==> src/rtl/wb_sched_pkg.sv <==
// Shared types and constants for the dual-lane writeback scheduler.
package wb_sched_pkg;

  typedef enum logic {
    IDLE   = 1'b0,
    SECOND = 1'b1
  } state_t;

  localparam logic [4:0] REGZERO      = 5'd0;
  localparam int         CNTW_DEFAULT = 32;

endpackage

==> src/rtl/wb_lane_sel.sv <==
// Per-lane writeback qualifier: decides whether the lane writes and what value it carries.
module wb_lane_sel
  import wb_sched_pkg::*;
(
  input  logic        regwrite_i,
  input  logic        memtoreg_i,
  input  logic [31:0] readdata_i,
  input  logic [31:0] aluout_i,
  input  logic [4:0]  writereg_i,
  output logic        valid_o,
  output logic [31:0] result_o
);

  // Writes to r0 are discarded so the register file never sees address 0.
  assign valid_o  = regwrite_i && (writereg_i != REGZERO);
  assign result_o = memtoreg_i ? readdata_i : aluout_i;

endmodule

==> src/rtl/wb_sched.sv <==
// Serialises two writeback lanes onto a single register-file write port,
// splitting distinct-destination pairs over two cycles by stalling MEM/WB.
module wb_sched
  import wb_sched_pkg::*;
#(
  parameter int CNTW = CNTW_DEFAULT
) (
  input  logic            clk,
  input  logic            resetn,
  input  logic            regwritew,
  input  logic            regwritew2,
  input  logic            memtoregw,
  input  logic            memtoregw2,
  input  logic [31:0]     readdataw,
  input  logic [31:0]     readdataw2,
  input  logic [31:0]     aluoutw,
  input  logic [31:0]     aluoutw2,
  input  logic [4:0]      writeregw,
  input  logic [4:0]      writeregw2,
  input  logic            stallext,
  output logic            we,
  output logic [4:0]      wa,
  output logic [31:0]     wd,
  output logic            stallw,
  output logic            stallw2,
  output logic [CNTW-1:0] retirecnt,
  output logic [15:0]     conflictcnt
);

  logic        valid1, valid2;
  logic [31:0] result1, result2;

  state_t          state_q, state_d;
  logic [CNTW-1:0] retire_q;
  logic [15:0]     conflict_q;
  logic            conflict_d;

  wb_lane_sel u_lane1 (
    .regwrite_i (regwritew),
    .memtoreg_i (memtoregw),
    .readdata_i (readdataw),
    .aluout_i   (aluoutw),
    .writereg_i (writeregw),
    .valid_o    (valid1),
    .result_o   (result1)
  );

  wb_lane_sel u_lane2 (
    .regwrite_i (regwritew2),
    .memtoreg_i (memtoregw2),
    .readdata_i (readdataw2),
    .aluout_i   (aluoutw2),
    .writereg_i (writeregw2),
    .valid_o    (valid2),
    .result_o   (result2)
  );

  always_comb begin
    state_d    = state_q;
    we         = 1'b0;
    wa         = REGZERO;
    wd         = 32'd0;
    stallw     = 1'b0;
    stallw2    = 1'b0;
    conflict_d = 1'b0;
    if (!resetn) begin
      state_d = IDLE;
    end else if (stallext) begin
      stallw  = 1'b1;
      stallw2 = 1'b1;
    end else begin
      case (state_q)
        IDLE: begin
          if (valid1 && valid2) begin
            if (writeregw == writeregw2) begin
              // Younger lane overwrites the older one; only one write needed.
              we         = 1'b1;
              wa         = writeregw2;
              wd         = result2;
              conflict_d = 1'b1;
            end else begin
              we      = 1'b1;
              wa      = writeregw;
              wd      = result1;
              stallw  = 1'b1;
              stallw2 = 1'b1;
              state_d = SECOND;
            end
          end else if (valid1) begin
            we = 1'b1;
            wa = writeregw;
            wd = result1;
          end else if (valid2) begin
            we = 1'b1;
            wa = writeregw2;
            wd = result2;
          end
        end
        SECOND: begin
          // MEM/WB was held, so lane 2 still presents the deferred write.
          we      = valid2;
          wa      = valid2 ? writeregw2 : REGZERO;
          wd      = result2;
          state_d = IDLE;
        end
        default: state_d = IDLE;
      endcase
    end
  end

  always_ff @(posedge clk) begin
    if (!resetn) begin
      state_q    <= IDLE;
      retire_q   <= '0;
      conflict_q <= '0;
    end else begin
      state_q <= state_d;
      if (we) retire_q <= retire_q + CNTW'(1);
      if (conflict_d) conflict_q <= conflict_q + 16'd1;
    end
  end

  assign retirecnt   = retire_q;
  assign conflictcnt = conflict_q;

endmodule

==> config.mk <==
export PLATFORM = sky130hd
export DESIGN_NAME = wb_sched
export DESIGN_NICKNAME = d
export VERILOG_FILES = /design/src/rtl/wb_sched_pkg.sv /design/src/rtl/wb_lane_sel.sv /design/src/rtl/wb_sched.sv
export SDC_FILE = /design/constraint.sdc
export NUM_CORES = 1
export LEC_CHECK = 0
export ABC_CLOCK_PERIOD_IN_PS = 4600
export CAP_MARGIN = 10
export CORE_UTILIZATION = 42
export DETAILED_ROUTE_END_ITERATION = 10
export PLACE_DENSITY = 0.88
export SLEW_MARGIN = 20
export SYNTH_ARGS = -nofsm -noshare
export SYNTH_HDL_FRONTEND = slang
export SYNTH_SLANG_ARGS = --single-unit
export TNS_END_PERCENT = 5
==> constraint.sdc <==
create_clock -name clk -period 4.6 [get_ports clk]
set_clock_uncertainty 0.1 [all_clocks]
set_input_delay 0.92 -clock clk [delete_from_list [all_inputs] [get_ports clk]]
set_output_delay 0.92 -clock clk [all_outputs]
set_load 0.05 [all_outputs]
# Word-level counts from Yosys, hierarchy flattened
# Index checks and enable logic that the tools add are counted.
# word_totals
in_bits	145
out_inout_bits	88
register_bits	49
# op_classes
add_sub_neg	2
n_eq_ne	1
muxes	33
bitwise	1
reduce_logical	5
# op_table
op	n
32-bit two-way mux	8
32-bit case mux with 2 select lines	1
32-bit by 1-bit adder with 32-bit output, second input constant	1
5-bit two-way mux	6
16-bit by 1-bit adder with 16-bit output, second input constant	1
1-bit two-way mux	15
5-bit case mux with 2 select lines	1
5-bit nonzero test	2
5-bit == test	1
1-bit case mux with 2 select lines	2
1-bit logical AND	3
1-bit NOT	1

# Longest topological paths before layout
# depth
word_depth	8
depth_mapped	7
ltp_nobuf	6

# By module
# A second synthesis with hierarchy kept.
# hier_totals
hier_cells	636
hier_area_um2	4769.6
# by_module_without_submodules
module	area_each_um2	cells_each	n_inst
wb_sched	3963.8	560	1
wb_lane_sel	402.9	38	2

# Worst setup path after synthesis
# OpenSTA, ideal clock, no wires.
# synth_path
path_kind	input to output
startpoint	input writeregw2[0]
endpoint	output wd[0]
required_ns	3.580
setup_slack_ns	0.407
path_buffers	1
arrival_time_ns	3.173
cell_stages	5
path_cell_list	or4_1 > o21ai_2 > buf_4 > o21ai_2 > a221oi_1
# synth_via
elab_chain_cells	8
# synth_rtl
item	line	source
start: declaration	wb_sched.sv:19	input logic [4:0] writeregw2,
5-bit nonzero test	wb_lane_sel.sv:15	assign valid_o = regwrite_i && (writereg_i != REGZERO);
1-bit logical AND	wb_lane_sel.sv:15	
32-bit two-way mux	wb_sched.sv:93	end else if (valid2) begin
32-bit two-way mux	wb_sched.sv:89	end else if (valid1) begin
32-bit two-way mux *	wb_sched.sv:74	if (valid1 && valid2) begin
32-bit case mux with 2 select lines *	wb_sched.sv:72	case (state_q)
32-bit two-way mux *	wb_sched.sv:68	end else if (stallext) begin
32-bit two-way mux *	wb_sched.sv:66	if (!resetn) begin
end: declaration	wb_sched.sv:23	output logic [31:0] wd,
# Every way passes the cells marked *; elsewhere a longest branch is shown, timed or not.

# Worst setup path in the final report
# layout_path
startpoint	input writeregw2[3]
endpoint	output wd[0]
# Same word-level chain as after synthesis.

==> metrics.csv <==
stage,metric,value,unit
global_routing,most heavily used metal layer in global routing,met2,
clock_tree,root buffer cell,clkbuf_8,
die,area of the die,0.00980,mm^2
drt,DR DRC count,0,
synth,fraction of synthesized cell area taken by the top area cell type,0.248,
cells_and_area,Synth-to-Final Area Change,72.0,%
global_routing,global-route wire length before repair,24000,um
synth,combined area of all synthesized cells,0.00395,mm^2
drt,antenna-violating nets left,0,
synth,Post-synth ARST share,0,
drt,Pre-Repair DR Iteration Count,5,
global_routing,GR Util met3,0.0681,
clock_tree,clock insertion delay at the later pin of the skew report,0.31,ns
pwr,combinational group share of total power,0.397,
drt,post-detailed-route wirelength per cell,19.8,um
placement,final weighted congestion of routability-driven global placement,0.885,
synth,most used flip-flop cell after synthesis,dfxtp_1,
min_path,class of the tightest hold or removal check,reg -> reg,
synth,most area-consuming cells after synthesis,"dfxtp_1 25%, mux2i_1 19%, a221oi_2 12%, xnor2_1 4.9%, nand2_1 2.9%",
clock_tree,hold buffer count at CTS,0,
worst_setup_path,CP endpoint kind,output pin,
placement,Post-Place Cells,754,
synth,leading post-synthesis cells by instance count,"75 x mux2i_1, 49 x dfxtp_1, 31 x a221oi_2, 31 x nand2_1, 25 x nor2_1",
placement,number of I/O port buffers,232,
worst_setup_path,dominant cell type by count on the critical path,buf_12,
synth,library cell with the largest summed area after synthesis,dfxtp_1,
status,result of the run,completed,
worst_setup_path,critical path startpoint category,primary input,
sta,final count of hold timing violations,0,
pwr,worst supply voltage drop on vdd,0.207,mV
global_routing,Global Route met2 Usage,0.577,
min_path,origin of the worst min-delay path,conflictcnt[15]$_SDFFE_PN0P_,
sta,setup TNS,0,ns
cells_and_area,Final Non-Filler Cells,762,
cells_and_area,proportion of layout cells with a drive suffix above 1,0.171,
pwr,Sw Ratio,0.334,
synth,most repeated cell in the gate-level netlist after synthesis,mux2i_1,
sta,Final Max Tran Viols,0,
worst_setup_path,reg2reg end,conflictcnt[8]$_SDFFE_PN0P_,
clock_tree,TritonCTS clock tree,done,
synth,distinct cell type count of the synthesized netlist,57,
clock_tree,clock-pin transition on the worst setup and hold timing paths,0.10,ns
sta,RSZ-0062 raised after global routing,no,
global_routing,antenna violations before repair,0,
worst_setup_path,"Req. time, crit path",3.58,ns
global_routing,vias in the first global route,4624,
synth,post-synth net total,577,
pwr,relative contribution of sequential cells to total power,0.371,
min_path,hold endpoint,conflictcnt[15]$_SDFFE_PN0P_,
die,Top-Level Pins,233,
pwr,power density over cell area,170,mW/mm^2
cells_and_area,Nets,797,
worst_setup_path,class of the most critical setup path,in -> out,
die,die boundary height,99.0,um
min_path,Hold Path Stages,2,
synth,"Avg Cell Area, Syn",9.19,um^2
synth,"flops & latches, synth",49,
sta,Slew HR,0.360,
clock_tree,number of buffers on the longest clock path,2,
worst_setup_path,worst reg2reg path depth,6,
global_routing,global-route track usage on met1,0.329,
synth,YS warnings,0,
pwr,clock power share,0.232,
worst_setup_path,data arrival time of the critical path,3.40,ns
die,Die X,99.0,um
drt,drt initial violations,243,
die,effective utilization at floorplan,0.430,
worst_setup_path,"Cell Chain, Critical Path","clkdlybuf4s50_1, or4_1, o21ai_2, buf_4, nand2_1, o21ai_4, buf_12, a221oi_1, buf_12",
cells_and_area,antenna cells,0,
global_routing,largest net degree at the start of global routing,35,
sta,final setup violation count,0,
sta,fmax,226,MHz
pwr,leakage power,0.00253,uW
clock_tree,number of levels the H-tree was split into,2,
worst_setup_path,biggest fanout along the worst timing path,32,
global_routing,total gr overflow,0,
worst_setup_path,worst stage delay on the critical path,0.57,ns
clock_tree,total of cells resized after clock tree synthesis,0,
cells_and_area,number of fillers in the final layout,631,
worst_setup_path,reg-to-reg setup timing slack,2.31,ns
clock_tree,sinks on the clock net,49,
job,MaxCap Viol Count,0,
worst_setup_path,launch instance of the worst register-to-register path,state_q$_SDFFE_PN0N_,
sta,worst slew pin tran,0.955,ns
sta,fraction of the cycle the final worst path needs,0.961,
drt,routed via count,4515,
die,Floorplan Core Area,0.00920,mm^2
die,FP Rows,35,
drt,DR vias/cell,5.93,
pwr,internal power,769,uW
synth,number of synthesized flops with an enable pin,0,
sta,minimum clock period after layout,4.42,ns
pwr,net switching power of the design,386,uW
synth,gate count after technology mapping,430,
clock_tree,CTS buffer count,5,
placement,half-perimeter wire length of the detailed placement result,11800,um
clock_tree,Post-CTS Repair Setup Buffers,0,
worst_setup_path,"Max stage delay cell, worst path",or4_1,
global_routing,overall fraction of global-route tracks in use,0.306,
synth,sequential-to-total area share from yosys stat,0.248,
drt,total detailed-routing wirelength,15100,um
## logic make-up (layout without fill, tap and decap cells)
| kind of cell | after synthesis | after routing | synth area share |
|---|---|---|---|
| buffers and inverters | 40 | 261 | 0.0516 |
| multiplexers | 75 | 75 | 0.190 |
| adder cells (fa/ha/maj) | 2 | 2 | 0.00633 |
| AND/OR/NAND/NOR | 135 | 135 | 0.192 |
| XOR/XNOR | 25 | 25 | 0.0554 |
| AO/OA/AOI/OAI | 104 | 104 | 0.257 |
| flip-flops | 49 | 49 | 0.248 |
## cell type report
type                       instances  area [um^2]  share of cell area
tap                              111          139              0.0204
timing repair buffer             245         2760               0.406
inverter                           8         30.0             0.00442
multi-input combinational        341         2790               0.410
clock buffer                       5         68.8              0.0101
clock inverter                     3         26.3             0.00387
sequential                        49          981               0.144
## critical path, delay by kind of cell
family                 cells  cell delay [ns]
and+or+nand+nor            2             0.69
buffers and inverters      4             1.23
AOI/OAI and AO/OA          3             0.53
## power by group through the flow
stage,Combinational [uW],Clock (uW),Sequential [uW]
global route,480,287,429
global placement,449,0,438
CTS,459,274,428
floorplan,212,0,442
finish,458,269,429
detailed placement,457,0,438
## how the worst max path moves through the flow
stage | from | cells past startpoint | slack, ns | end
after floorplan | writeregw2[0] | 5 | 0.41 | wd[0]
after global placement | writeregw2[0] | 9 | 0.28 | wd[0]
after detailed placement | writeregw2[0] | 9 | 0.24 | wd[0]
after CTS | writeregw2[0] | 9 | 0.21 | wd[31]
after global routing | writeregw[1] | 8 | 0.08 | wd[2]
final | writeregw2[3] | 9 | 0.18 | wd[0]
## flip-flops by register name (all words and copies together) (netlist names)
name	flops
state_q	1
retirecnt	32
conflictcnt	16
## per-stage QoR
stage	hold slack, ns	total power [uW]	instance area, um^2	setup WS [ns]	util
6_report	0.390	1160	6790	0.178	0.739
5_1_grt	0.420	1200	6790	0.0788	0.739
4_1_cts	0.397	1160	6790	0.207	0.739
3_5_place_dp	0.382	895	6700	0.243	0.728
3_3_place_gp	0.366	887	6700	0.279	0.728
2_1_floorplan	0.580	655	3950	0.407	-
## per-layer routing
metal  vias to the layer above  share of wire  routed length, um
met2                       208           0.52               7830
li1                       2117              -                  -
met4                         0          0.033                496
met3                        34          0.071               1070
met5                         -              0                  0
met1                      2156           0.38               5650
## cell usage in the layout (no fill, tap or decap), drive strengths merged, types with 2 or more instances in the layout
master         Yosys  layout
a2111oi           11      11
a211oi             4       4
a21bo              2       2
a21oi             16      16
a221oi            33      33
and2               3       3
and3               7       7
and4               7       7
buf               19      55
clkbuf            13       5
clkdlybuf4s50      0     190
clkinvlp           0       2
dfxtp             49      49
ha                 2       2
inv                7       8
mux2i             75      75
nand2             31      31
nand2b             7       7
nand3             16      16
nand3b             2       2
nand4             13      13
nor2              25      25
nor3               3       3
nor4               4       4
o211ai             2       2
o21a               6       6
o21ai             11      11
o221a              3       3
o31ai              9       9
or3                2       2
or4               11      11
xnor2             22      22
xor2               3       3
(Power assumes the default switching activity.)
